## src/rtl/cdb_reservation_station.sv

```systemverilog
// Four-slot reservation station snooping the 16-bit CDB: holds issued ops until
// both operands are known, dispatches them in slot order, frees slots on completion.
module cdb_reservation_station (
    input  logic        clock,
    input  logic        reset,
    input  logic        issue_valid,
    input  logic [1:0]  issue_op,
    input  logic [2:0]  issue_dest,
    input  logic [9:0]  issue_vj,
    input  logic [2:0]  issue_qj,
    input  logic [9:0]  issue_vk,
    input  logic [2:0]  issue_qk,
    output logic        issue_ready,
    output logic [1:0]  issue_slot,
    input  logic [15:0] cdb,
    input  logic        disp_ready,
    output logic        disp_valid,
    output logic [1:0]  disp_op,
    output logic [9:0]  disp_vj,
    output logic [9:0]  disp_vk,
    output logic [1:0]  disp_slot,
    output logic [2:0]  disp_dest,
    output logic [3:0]  rs_busy
);

    localparam int NUM_SLOTS = 4;

    typedef enum logic [1:0] {
        SLOT_FREE = 2'd0,
        SLOT_WAIT = 2'd1,
        SLOT_EXEC = 2'd2
    } slot_state_t;

    slot_state_t state_reg [NUM_SLOTS];
    slot_state_t state_next [NUM_SLOTS];
    logic [1:0]  op_reg    [NUM_SLOTS];
    logic [1:0]  op_next   [NUM_SLOTS];
    logic [2:0]  dest_reg  [NUM_SLOTS];
    logic [2:0]  dest_next [NUM_SLOTS];
    logic [9:0]  vj_reg    [NUM_SLOTS];
    logic [9:0]  vj_next   [NUM_SLOTS];
    logic [9:0]  vk_reg    [NUM_SLOTS];
    logic [9:0]  vk_next   [NUM_SLOTS];
    logic [2:0]  qj_reg    [NUM_SLOTS];
    logic [2:0]  qj_next   [NUM_SLOTS];
    logic [2:0]  qk_reg    [NUM_SLOTS];
    logic [2:0]  qk_next   [NUM_SLOTS];

    logic        disp_valid_reg, disp_valid_next;
    logic [1:0]  disp_op_reg,    disp_op_next;
    logic [9:0]  disp_vj_reg,    disp_vj_next;
    logic [9:0]  disp_vk_reg,    disp_vk_next;
    logic [1:0]  disp_slot_reg,  disp_slot_next;
    logic [2:0]  disp_dest_reg,  disp_dest_next;

    logic        cdb_valid;
    logic [1:0]  cdb_slot;
    logic [9:0]  cdb_data;

    logic [NUM_SLOTS-1:0] free_vec;
    logic [NUM_SLOTS-1:0] ready_vec;
    logic [NUM_SLOTS-1:0] snoop_j_vec;
    logic [NUM_SLOTS-1:0] snoop_k_vec;
    logic [NUM_SLOTS-1:0] retire_vec;

    logic [1:0]  free_idx;
    logic [1:0]  cand_idx;
    logic        cand_found;
    logic        issue_fire;
    logic        disp_load;
    logic        disp_take;
    logic        fwd_j;
    logic        fwd_k;
    logic [9:0]  issue_vj_eff;
    logic [9:0]  issue_vk_eff;
    logic [2:0]  issue_qj_eff;
    logic [2:0]  issue_qk_eff;

    // An all-zero bus word is the idle pattern, never a real broadcast.
    assign cdb_valid = (cdb != 16'h0000);
    assign cdb_slot  = cdb[12:11];
    assign cdb_data  = cdb[9:0];

    generate
        for (genvar gi = 0; gi < NUM_SLOTS; gi++) begin : g_slot
            assign free_vec[gi]    = (state_reg[gi] == SLOT_FREE);
            assign ready_vec[gi]   = (state_reg[gi] == SLOT_WAIT) && !qj_reg[gi][2] && !qk_reg[gi][2];
            assign snoop_j_vec[gi] = cdb_valid && (state_reg[gi] == SLOT_WAIT) && qj_reg[gi][2]
                                     && (qj_reg[gi][1:0] == cdb_slot);
            assign snoop_k_vec[gi] = cdb_valid && (state_reg[gi] == SLOT_WAIT) && qk_reg[gi][2]
                                     && (qk_reg[gi][1:0] == cdb_slot);
            assign retire_vec[gi]  = cdb_valid && (state_reg[gi] == SLOT_EXEC) && (cdb_slot == 2'(gi));
            assign rs_busy[gi]     = !free_vec[gi];
        end
    endgenerate

    // Descending scans so the lowest matching index wins.
    always_comb begin
        free_idx = 2'd0;
        cand_idx = 2'd0;
        for (int i = NUM_SLOTS - 1; i >= 0; i--) begin
            if (free_vec[i]) free_idx = 2'(i);
            if (ready_vec[i]) cand_idx = 2'(i);
        end
    end

    assign issue_ready = |free_vec;
    assign issue_slot  = free_idx;
    assign cand_found  = |ready_vec;
    assign issue_fire  = issue_valid && issue_ready;
    assign disp_load   = !disp_valid_reg || disp_ready;
    assign disp_take   = disp_load && cand_found;

    // A tag produced on the bus in the issue cycle is captured directly.
    assign fwd_j        = issue_qj[2] && cdb_valid && (issue_qj[1:0] == cdb_slot);
    assign fwd_k        = issue_qk[2] && cdb_valid && (issue_qk[1:0] == cdb_slot);
    assign issue_vj_eff = fwd_j ? cdb_data : issue_vj;
    assign issue_vk_eff = fwd_k ? cdb_data : issue_vk;
    assign issue_qj_eff = fwd_j ? 3'b000 : issue_qj;
    assign issue_qk_eff = fwd_k ? 3'b000 : issue_qk;

    always_comb begin
        for (int i = 0; i < NUM_SLOTS; i++) begin
            state_next[i] = state_reg[i];
            op_next[i]    = op_reg[i];
            dest_next[i]  = dest_reg[i];
            vj_next[i]    = vj_reg[i];
            vk_next[i]    = vk_reg[i];
            qj_next[i]    = qj_reg[i];
            qk_next[i]    = qk_reg[i];

            if (snoop_j_vec[i]) begin
                vj_next[i] = cdb_data;
                qj_next[i] = 3'b000;
            end
            if (snoop_k_vec[i]) begin
                vk_next[i] = cdb_data;
                qk_next[i] = 3'b000;
            end
            if (retire_vec[i]) begin
                state_next[i] = SLOT_FREE;
            end
            if (disp_take && (cand_idx == 2'(i))) begin
                state_next[i] = SLOT_EXEC;
            end
            if (issue_fire && (free_idx == 2'(i))) begin
                state_next[i] = SLOT_WAIT;
                op_next[i]    = issue_op;
                dest_next[i]  = issue_dest;
                vj_next[i]    = issue_vj_eff;
                vk_next[i]    = issue_vk_eff;
                qj_next[i]    = issue_qj_eff;
                qk_next[i]    = issue_qk_eff;
            end
        end
    end

    always_comb begin
        disp_valid_next = disp_valid_reg;
        disp_op_next    = disp_op_reg;
        disp_vj_next    = disp_vj_reg;
        disp_vk_next    = disp_vk_reg;
        disp_slot_next  = disp_slot_reg;
        disp_dest_next  = disp_dest_reg;
        if (disp_load) begin
            disp_valid_next = cand_found;
            if (cand_found) begin
                disp_op_next   = op_reg[cand_idx];
                disp_vj_next   = vj_reg[cand_idx];
                disp_vk_next   = vk_reg[cand_idx];
                disp_slot_next = cand_idx;
                disp_dest_next = dest_reg[cand_idx];
            end
        end
    end

    always_ff @(posedge clock) begin
        if (reset) begin
            for (int i = 0; i < NUM_SLOTS; i++) begin
                state_reg[i] <= SLOT_FREE;
                op_reg[i]    <= '0;
                dest_reg[i]  <= '0;
                vj_reg[i]    <= '0;
                vk_reg[i]    <= '0;
                qj_reg[i]    <= '0;
                qk_reg[i]    <= '0;
            end
            disp_valid_reg <= 1'b0;
            disp_op_reg    <= '0;
            disp_vj_reg    <= '0;
            disp_vk_reg    <= '0;
            disp_slot_reg  <= '0;
            disp_dest_reg  <= '0;
        end else begin
            for (int i = 0; i < NUM_SLOTS; i++) begin
                state_reg[i] <= state_next[i];
                op_reg[i]    <= op_next[i];
                dest_reg[i]  <= dest_next[i];
                vj_reg[i]    <= vj_next[i];
                vk_reg[i]    <= vk_next[i];
                qj_reg[i]    <= qj_next[i];
                qk_reg[i]    <= qk_next[i];
            end
            disp_valid_reg <= disp_valid_next;
            disp_op_reg    <= disp_op_next;
            disp_vj_reg    <= disp_vj_next;
            disp_vk_reg    <= disp_vk_next;
            disp_slot_reg  <= disp_slot_next;
            disp_dest_reg  <= disp_dest_next;
        end
    end

    assign disp_valid = disp_valid_reg;
    assign disp_op    = disp_op_reg;
    assign disp_vj    = disp_vj_reg;
    assign disp_vk    = disp_vk_reg;
    assign disp_slot  = disp_slot_reg;
    assign disp_dest  = disp_dest_reg;

endmodule
```

## config.mk

```make
export PLATFORM = sky130hd
export DESIGN_NAME = cdb_reservation_station
export DESIGN_NICKNAME = d
export VERILOG_FILES = /design/src/rtl/cdb_reservation_station.sv
export SDC_FILE = /design/constraint.sdc
export NUM_CORES = 1
export LEC_CHECK = 0
export ABC_CLOCK_PERIOD_IN_PS = 2800
export CAP_MARGIN = 20
export CORE_MARGIN = 1.5
export CORE_UTILIZATION = 33
export CTS_CLUSTER_DIAMETER = 100
export DETAILED_ROUTE_END_ITERATION = 12
export PLACE_DENSITY_LB_ADDON = 0.12
export SYNTH_ARGS = -nofsm -noshare
export SYNTH_HDL_FRONTEND = slang
export SYNTH_SLANG_ARGS = --single-unit
```

## constraint.sdc

```tcl
create_clock -name clock -period 2.8 [get_ports clock]
set_clock_uncertainty 0.15 [all_clocks]
set_input_delay 0.42 -clock clock [delete_from_list [all_inputs] [get_ports clock]]
set_output_delay 0.42 -clock clock [all_outputs]
set_load 0.01 [all_outputs]
```

==> flow_summary.ini <==
[grt]
grt_use_total_pct = 23.2
grt.busiest_layer = met1
grt_antenna_before_repair = 0
grt_pass1_vias = 7042
grt_overflow = 0
grt_use_met1_pct = 34.0
grt_max_degree = 91
use_met2_pct = 33.5
grt_pass1_wl_um = 44600
grt_util_met3_pct = 4.18

[flow_run]
cap_violations = 0

[pwr]
ir_drop_uv = 329
powerDensity_mw_per_mm2 = 606
leakagePower_nw = 3.26

[synth]
ys_seq_area_share_pct = 51.8
yosysWarnings = 0
syn_inst = 832
yosys-top-cells-area = edfxtp_1 (37%), dfxtp_1 (15%), o211ai_1 (6.0%), o22ai_1 (4.3%), nand2_1 (4.0%)
synth_top_area_cell = edfxtp_1
synth_most_common_cell = edfxtp_1
synth_fp_nets = 883
syn_area_mm2 = 0.00811
synth_edf_count = 100
synthDistinctLibCells = 53
syn_avg_cell_area_um2 = 9.75
yosysTopAreaCellShare_pct = 37.0
ys_seq_elements = 160
synthTopCellsByCount = edfxtp_1 (100), nand2_1 (87), o211ai_1 (65), dfxtp_1 (60), o22ai_1 (56)
synthFlopType = edfxtp_1
async_flop_share_pct = 0

[critical_path]
startpoint = state_reg[2][1]
crit_fanout = 5
worstSetupEndpointType = primary output
reg2reg_depth = 4
crit_type = flop to primary output
crit_path_end = issue_slot[1]
rr_startpoint = state_reg[0][0]
cp.arrival_ns = 2.00
regToRegEndpoint = vk_reg[3][1]
cp-start-kind = flop
reg2reg_slack_ns = 0.39
cp.required_ns = 2.23

[worst_hold_path]
min_path_type = flop to flop

[floorplan]
die_h_um = 160
pin_count = 86
die_w_um = 160
row_count = 57
coreArea_mm2 = 0.0242
start_util_pct = 33.5
die_area_mm2 = 0.0255

[routing]
drt-initial-drc-count = 798
viasPerCell = 5.81
ant_nets = 0
drc = 0
wire_per_inst_um = 23.3
vias = 7292
firstDrtPassIters = 5
wl_um = 29300

[sta]
maxSlewViolCount = 0
grt_setup_unrepaired = false
finalSetupViolCount = 0
relSlewSlack_pct = 44.1
fin_tns_setup_ns = 0
min_period_over_period_pct = 91.9
finalHoldViolations = 0
max_freq_ghz = 0.389
finalCriticalPeriod_ns = 2.57
max_slew.worst_pin.slew_ns = 0.833

[placement]
dp_hpwl_um = 20900
dp_cells = 1224
place_congestion = 0.821
io_buffers = 85

[clocking]
clockBufferDepth = 2
cts_made_buffers = 17
clock-root-buffer = clkbuf_16
path_clk_slew_ns = 0.07
clock-sinks = 160
cts_tree = yes
htreeDepth = 4
clk_latency_ns = 0.43

[final_layout]
insertedDiodeCount = 0
fin_cells = 1256
area_growth_pct = 25.2
drive_above_1_share_pct = 12.6
final_nets = 970
fillers = 2435

[outcome]
outcome = finished, final reports clean
## area by class of cell
cell class              count  area (µm²)  area share [%]
repair buffers            152        1440            14.1
flip-flops and latches    160        4200            41.4
inverters                   9        33.8           0.333
well taps                 324         405            3.99
clock buffers              17         425            4.19
multi-input cells         579        3540            34.9
clock inverters            15         113            1.11
## metrics by stage
stage	utilization [%]	hold WS (ns)	power [mW]	worst slack [ns]	area, µm²
floorplan	-	0.320	3.42	0.196	8110
global placement	39.7	0.330	4.02	-0.0652	9620
detailed placement	39.7	0.337	4.01	-0.0300	9620
CTS	41.9	0.352	6.18	0.114	10200
global route	41.9	0.371	6.36	0.112	10200
finish	41.9	0.351	6.15	0.226	10200
## where the power goes
| group | total [mW] | switching [mW] | internal, mW |
|---|---|---|---|
| registers | 2.84 | 0.118 | 2.72 |
| logic | 1.13 | 0.662 | 0.467 |
| clock network | 2.19 | 1.04 | 1.15 |
| total | 6.15 | 1.82 | 4.33 |
## per-layer routing
| metal | wire, µm | up-vias |
|---|---|---|
| li1 | - | 3386 |
| met1 | 13900 | 3545 |
| met2 | 12500 | 316 |
| met3 | 1830 | 45 |
| met4 | 1030 | 0 |
| met5 | 0 | - |
## cell families (layout without fill, tap and decap cells)
kind of cell	Yosys count	in the layout	share of synthesized area, %
flops	160	160	51.8
xor+xnor	20	20	2.16
compound gates	304	304	25.0
buf+inv	93	193	4.92
simple gates	255	255	16.1
## critical path, cell delays in order, from the launching register on
cell,delay (ns)
dfxtp_1,0.34
nor2_2,0.25
inv_1,0.16
a211oi_1,0.25
clkdlybuf4s50_1,0.58
## worst min-delay path by stage
stage	from	to	slack [ns]	cells past startpoint
final	qj_reg[0][1]	qj_reg[0][1]	0.35	2
after global placement	qk_reg[0][0]	qk_reg[0][0]	0.33	2
after floorplan	qj_reg[0][0]	qj_reg[0][0]	0.32	2
after CTS	qk_reg[0][1]	qk_reg[0][1]	0.35	2
after detailed placement	qk_reg[0][1]	qk_reg[0][1]	0.34	2
after global routing	qk_reg[0][1]	qk_reg[0][1]	0.37	2
## repair_timing
action                                  4_1_cts  5_1_grt
buffers inserted                              0        0
hold buffers                                  0        0
resized for setup                             0        1
endpoints found under the setup margin        0        1
## cells in the final DEF (no fill, tap or decap), drive strengths merged, types with 8 or more instances in the layout
cell type / Yosys / routed
nand4: 30 / 30
a21o: 24 / 24
dfxtp: 60 / 60
edfxtp: 100 / 100
a21oi: 48 / 48
o2111ai: 8 / 8
a41oi: 26 / 26
nand2: 87 / 87
nor2: 34 / 34
nand3: 51 / 51
inv: 9 / 13
clkbuf: 44 / 17
buf: 40 / 68
o211ai: 65 / 65
o21ai: 56 / 56
o22ai: 56 / 56
clkinv: 0 / 9
clkdlybuf4s50: 0 / 84
xnor2: 18 / 18
nor2b: 14 / 14
(Power assumes the default switching activity.)
